File: src/rtl/mem_wb_pipe_pkg.sv
// Shared types and helpers for the MEM->WB pipeline boundary.
package mem_wb_pipe_pkg;

  localparam int unsigned MAX_LANES = 2;

  // Occupancy of the two-entry skid buffer.
  typedef enum logic [1:0] {
    BUF_EMPTY = 2'd0,
    BUF_ONE   = 2'd1,
    BUF_FULL  = 2'd2
  } buf_state_e;

  // Writeback regwrite cleanup over up to two lanes (lane0 in bit 0).
  // Drops writes to x0 or from empty lanes; when both lanes target the same
  // register the younger lane1 wins.
  function automatic logic [MAX_LANES-1:0] wb_sanitise(
    input logic [MAX_LANES-1:0] lane_valid,
    input logic [MAX_LANES-1:0] regwrite,
    input logic [MAX_LANES-1:0] rd_nonzero,
    input logic                 same_rd
  );
    logic [MAX_LANES-1:0] rw;
    rw = regwrite & lane_valid & rd_nonzero;
    if ((rw == 2'b11) && same_rd) rw[0] = 1'b0;
    return rw;
  endfunction

endpackage

File: src/rtl/wb_skid_buf.sv
// Generic two-entry valid/ready skid buffer with flush. Entry M drives the
// outputs, entry S absorbs one extra beat so in_ready can be registered.
module wb_skid_buf
  import mem_wb_pipe_pkg::*;
#(
  parameter int unsigned W = 8
) (
  input  logic         clk,
  input  logic         reset,
  input  logic         flush,
  input  logic         in_valid,
  output logic         in_ready,
  input  logic [W-1:0] in_data,
  output logic         out_valid,
  input  logic         out_ready,
  output logic [W-1:0] out_data
);

  buf_state_e   r_state;
  logic [W-1:0] r_m;
  logic [W-1:0] r_s;
  logic         r_in_ready;
  logic         r_out_valid;
  logic         w_accept;
  logic         w_deliver;

  assign w_accept  = in_valid & r_in_ready & ~flush;
  assign w_deliver = r_out_valid & out_ready;

  // Occupancy FSM with data movement; flush empties but keeps entry contents.
  always_ff @(posedge clk or posedge reset) begin
    if (reset) begin
      r_state     <= BUF_EMPTY;
      r_m         <= '0;
      r_s         <= '0;
      r_in_ready  <= 1'b1;
      r_out_valid <= 1'b0;
    end else if (flush) begin
      r_state     <= BUF_EMPTY;
      r_in_ready  <= 1'b1;
      r_out_valid <= 1'b0;
    end else begin
      case (r_state)
        BUF_EMPTY: begin
          if (w_accept) begin
            r_m         <= in_data;
            r_state     <= BUF_ONE;
            r_out_valid <= 1'b1;
          end
        end
        BUF_ONE: begin
          if (w_accept && w_deliver) begin
            r_m <= in_data;
          end else if (w_accept) begin
            r_s        <= in_data;
            r_state    <= BUF_FULL;
            r_in_ready <= 1'b0;
          end else if (w_deliver) begin
            r_state     <= BUF_EMPTY;
            r_out_valid <= 1'b0;
          end
        end
        BUF_FULL: begin
          if (w_deliver) begin
            r_m        <= r_s;
            r_state    <= BUF_ONE;
            r_in_ready <= 1'b1;
          end
        end
        default: begin
          r_state     <= BUF_EMPTY;
          r_in_ready  <= 1'b1;
          r_out_valid <= 1'b0;
        end
      endcase
    end
  end

  assign in_ready  = r_in_ready;
  assign out_valid = r_out_valid;
  assign out_data  = r_m;

endmodule

File: src/rtl/mem_wb_pipe.sv
// MEM->WB pipeline boundary: sanitises per-lane writeback bundles, buffers
// them in a skid buffer and counts retired instructions.
module mem_wb_pipe
  import mem_wb_pipe_pkg::*;
#(
  parameter int unsigned XLEN  = 32,
  parameter int unsigned RA_W  = 5,
  parameter int unsigned LANES = 1,
  parameter int unsigned CNT_W = 32
) (
  input  logic                    clk,
  input  logic                    reset,
  input  logic                    flush,
  input  logic                    in_valid,
  output logic                    in_ready,
  input  logic [LANES-1:0]        lane_valid_in,
  input  logic [LANES-1:0]        regwrite_in,
  input  logic [LANES*RA_W-1:0]   rd_in,
  input  logic [LANES*XLEN-1:0]   rd_data_in,
  output logic                    out_valid,
  input  logic                    out_ready,
  output logic [LANES-1:0]        lane_valid_out,
  output logic [LANES-1:0]        regwrite_out,
  output logic [LANES*RA_W-1:0]   rd_out,
  output logic [LANES*XLEN-1:0]   rd_data_out,
  output logic [CNT_W-1:0]        retire_cnt
);

  typedef struct packed {
    logic [LANES-1:0]      lane_valid;
    logic [LANES-1:0]      regwrite;
    logic [LANES*RA_W-1:0] rd;
    logic [LANES*XLEN-1:0] data;
  } wb_beat_t;

  localparam int unsigned BEAT_W = $bits(wb_beat_t);

  logic [LANES-1:0]     w_rd_nz;
  logic                 w_same_rd;
  logic [MAX_LANES-1:0] w_rw_clean;
  logic [MAX_LANES-1:0] w_lvo2;
  logic [CNT_W-1:0]     w_pop;
  logic                 w_deliver;
  wb_beat_t             w_in_beat;
  wb_beat_t             w_m_beat;
  logic [CNT_W-1:0]     r_retire_cnt;

  // Per-lane "rd is not x0" flags.
  genvar g;
  for (g = 0; g < LANES; g++) begin : g_lane
    assign w_rd_nz[g] = |rd_in[g*RA_W +: RA_W];
  end

  // Same-destination detect only exists with two lanes.
  if (LANES == 2) begin : g_dual
    assign w_same_rd = (rd_in[RA_W-1:0] == rd_in[2*RA_W-1:RA_W]);
  end else begin : g_single
    assign w_same_rd = 1'b0;
  end

  assign w_rw_clean = wb_sanitise(2'(lane_valid_in), 2'(regwrite_in), 2'(w_rd_nz), w_same_rd);

  // Bundle offered to the buffer, already sanitised.
  always_comb begin
    w_in_beat            = '0;
    w_in_beat.lane_valid = lane_valid_in;
    w_in_beat.regwrite   = LANES'(w_rw_clean);
    w_in_beat.rd         = rd_in;
    w_in_beat.data       = rd_data_in;
  end

  wb_skid_buf #(
    .W (BEAT_W)
  ) u_skid (
    .clk       (clk),
    .reset     (reset),
    .flush     (flush),
    .in_valid  (in_valid),
    .in_ready  (in_ready),
    .in_data   (w_in_beat),
    .out_valid (out_valid),
    .out_ready (out_ready),
    .out_data  (w_m_beat)
  );

  assign lane_valid_out = w_m_beat.lane_valid & {LANES{out_valid}};
  assign regwrite_out   = w_m_beat.regwrite & {LANES{out_valid}};
  assign rd_out         = w_m_beat.rd;
  assign rd_data_out    = w_m_beat.data;

  assign w_deliver = out_valid & out_ready;
  assign w_lvo2    = 2'(lane_valid_out);
  assign w_pop     = CNT_W'(w_lvo2[0]) + CNT_W'(w_lvo2[1]);

  // Retired-instruction counter; a delivery during flush still counts.
  always_ff @(posedge clk or posedge reset) begin
    if (reset) begin
      r_retire_cnt <= '0;
    end else if (w_deliver) begin
      r_retire_cnt <= r_retire_cnt + w_pop;
    end
  end

  assign retire_cnt = r_retire_cnt;

endmodule

File: config.mk
export PLATFORM = sky130hd
export DESIGN_NAME = mem_wb_pipe
export DESIGN_NICKNAME = d
export VERILOG_FILES = /design/src/rtl/mem_wb_pipe_pkg.sv /design/src/rtl/wb_skid_buf.sv /design/src/rtl/mem_wb_pipe.sv
export SDC_FILE = /design/constraint.sdc
export NUM_CORES = 1
export LEC_CHECK = 0
export CAP_MARGIN = 20
export CORE_ASPECT_RATIO = 0.8
export CORE_MARGIN = 2
export CORE_UTILIZATION = 50
export DETAILED_ROUTE_END_ITERATION = 8
export PLACE_DENSITY = 0.8
export SLEW_MARGIN = 20
export SYNTH_ARGS = -nofsm -noshare
export SYNTH_HDL_FRONTEND = slang
export SYNTH_SLANG_ARGS = --single-unit
export TNS_END_PERCENT = 30
File: constraint.sdc
create_clock -name clk -period 4.6 [get_ports clk]
set_clock_uncertainty 0.1 [all_clocks]
set_input_delay 0.69 -clock clk [delete_from_list [all_inputs] [get_ports clk]]
set_output_delay 0.69 -clock clk [all_outputs]
set_load 0.05 [all_outputs]
==> results.toml <==
[pwr]
leakage_nw = 3.09
p_per_area_mw_per_mm2 = 617
ir_worst_vdd_uv = 319

[yosys]
ys_types = 37
yosysMostFrequentCell = "nand2_1"
yosys_register_bits = 114
avgSynthCellArea_sq_um = 11.0
synth-main-ff-cell = "dfrtp_1"
syn-cell-area_sq_mm = 0.00544
async_reset_ff_share_pct = 100
synth_edf_count = 0
synth_top_area_cell = "dfrtp_1"
synth_commonest_cells = "134 x nand2_1, 113 x dfrtp_1, 65 x mux2_2, 38 x buf_4, 27 x xnor2_1"
netlist_top_cells_area = "dfrtp_1 52%, mux2_2 13%, nand2_1 9.2%"
ys_warn_count = 0
ys_seq_area_share_pct = 52.4
netlist.area_leader.share_pct = 52.0
netlist_instances = 494
postSynthNetCount = 540

[timing]
hold_violations = 0
relSlewSlack_pct = 41.2
setup_viol = 0
finalCritPeriodShare_pct = 60.7
maxSlewViolCount = 0
fin_setup_tns_ns = 0
rsz0062_at_grt = "no"
fmax_mhz = 358
tightestPinTransition_ns = 0.878
min_period_ns = 2.79
whs_ns = 0.388

[floorplan]
die_y_um = 97.3
die-area_sq_mm = 0.0117
initial_core_util_pct = 50.8
fp.dieW_um = 121
num_rows = 34
core_sq_mm = 0.0107
ioPinCount = 117

[cells_and_area]
diodes = 0
fill_cells = 785
area_growth_pct = 30.2
fin_nets = 624
drive_above_1_share_pct = 20.5

[worst_setup_path]
ff2ff_path_depth = 6
slowest_stage = "clkdlybuf4s50_1"
r2r_slack_ns = 2.10
crit_required_ns = 4.80
crit_start = "out_ready"
endpoint = "u_skid.out_data[2]"
worstSetupPathType = "input pin to flop"
startpoint_type = "input pin"
cp_max_fo = 26
end_kind = "flop"
r2r_start = "u_skid.out_valid"
r2r_end = "retire_cnt[25]"
cpPeakStageDelay_ns = 0.56
arrival_ns = 2.99
crit_chain = "clkdlybuf4s50_1 > and2_1 > a22oi_2 > nor2_4 > buf_4 > mux2_2"

[drt]
via_per_inst = 5.22
first_pass_iters = 5
drtIter0Drc = 300
vias = 3829
drt-total-wl_um = 12000
wl_per_cell_um = 16.4
post-route-drc-count = 0
ant_nets = 0

[cts]
cts.path.max_buffers = 2
clk_latency_ns = 0.42
cts_tree = "built"
cts_hold_buf = 0
cts_setup_buffers = 0
cts_buffers = 17
postCtsResizedCells = 0
path_clk_slew_ns = 0.06
h-tree-depth = 4
cts_sinks = 114
cts_root_buf = "clkbuf_16"

[place]
gpl.final_weighted_congestion = 0.857
place_hpwl_um = 8180
io_buffers = 116

[global_route]
grt_pass1_vias = 3949
grt_remaining_overflow = 0
grt_pass1_wl_um = 19800
grt_use_total_pct = 21.9
grt_max_degree = 61
antenna_found_initial = 0

[worst_hold_path]
hold_path.class = "flop to flop"

[run_status]
status = "completed"

[run]
drv_cap = 0
-- registers in the layout, summed over array words and instances (netlist names) --
register / cells
u_skid.out_data: 39
u_skid.r_s: 39
retire_cnt: 32
u_skid.r_state: 2
u_skid.in_ready: 1
u_skid.out_valid: 1
-- worst max-delay path, delay by kind of cell --
family	cells	cell delay (ns)
buf+inv	2	0.99
compound gates	1	0.12
mux	1	0.40
simple gates	2	0.77
-- per-layer routing --
metal | GRT usage, % | wire length (um) | up-vias
met1 | 28.3 | 5360 | 1924
li1 | - | - | 1787
met2 | 35.2 | 5950 | 106
met3 | 6.51 | 570 | 12
met4 | 7.51 | 160 | 0
met5 | 0 | 0 | -
-- cells by family after synthesis --
| group | count (synthesis) | share of synthesized area (%) |
|---|---|---|
| AOI/OAI and AO/OA | 11 | 1.45 |
| xor gates and xnor gates | 30 | 4.83 |
| adders and majority gates | 2 | 0.460 |
| buffers and inverters | 61 | 7.43 |
| DFF | 114 | 52.4 |
| muxes | 79 | 17.0 |
| and+or+nand+nor | 197 | 16.4 |
-- worst min path at each step --
stage / slack, ns / depth (start not counted) / endpoint / start
floorplan: 0.36 / 1 / u_skid.r_s[2] / u_skid.r_s[2]
global placement: 0.37 / 1 / u_skid.r_s[2] / u_skid.r_s[2]
detailed placement: 0.38 / 1 / retire_cnt[31] / retire_cnt[31]
CTS: 0.39 / 1 / retire_cnt[31] / retire_cnt[31]
global route: 0.40 / 1 / retire_cnt[31] / retire_cnt[31]
finish: 0.39 / 1 / retire_cnt[31] / retire_cnt[31]
-- where the power goes --
group	internal, W	total [W]	leakage [nW]	switching [W]
registers	0.00135	0.00155	1.43	0.000205
clock network	0.000886	0.00133	0.291	0.000443
logic	0.000621	0.00149	1.37	0.000872
-- cell type report --
cell class / instances / area [sq um] / area share (%)
Sequential cell: 114 / 2850 / 40.3
Multi-Input combinational cell: 319 / 2200 / 31.0
Timing Repair Buffer: 123 / 1230 / 17.4
Clock buffer: 21 / 470 / 6.64
Tap cell: 144 / 180 / 2.54
Clock inverter: 10 / 133 / 1.87
Inverter: 3 / 13.8 / 0.194
-- cell usage in the layout (no fill, tap or decap), drive strengths merged, types with 5 or more instances in the layout --
master	count
xnor2	27
and2	5
mux2	78
nand4	17
nand3	13
buf	7
clkdlybuf4s50	116
nor3	7
nand2	134
nor2	7
dfrtp	113
clkbuf	21
-- through the flow --
step	cell area, sq um	std cells	worst slack, ns	utilization, %	total power (W)
after global placement	6450	702	1.45	60.2	0.00300
after global routing	7080	734	1.66	66.1	0.00456
after detailed placement	6480	703	1.37	60.4	0.00306
after floorplan	5440	494	0.796	-	0.00277
final	7080	734	1.81	66.1	0.00437
after CTS	7080	734	1.80	66.1	0.00440
(Power assumes the default switching activity.)
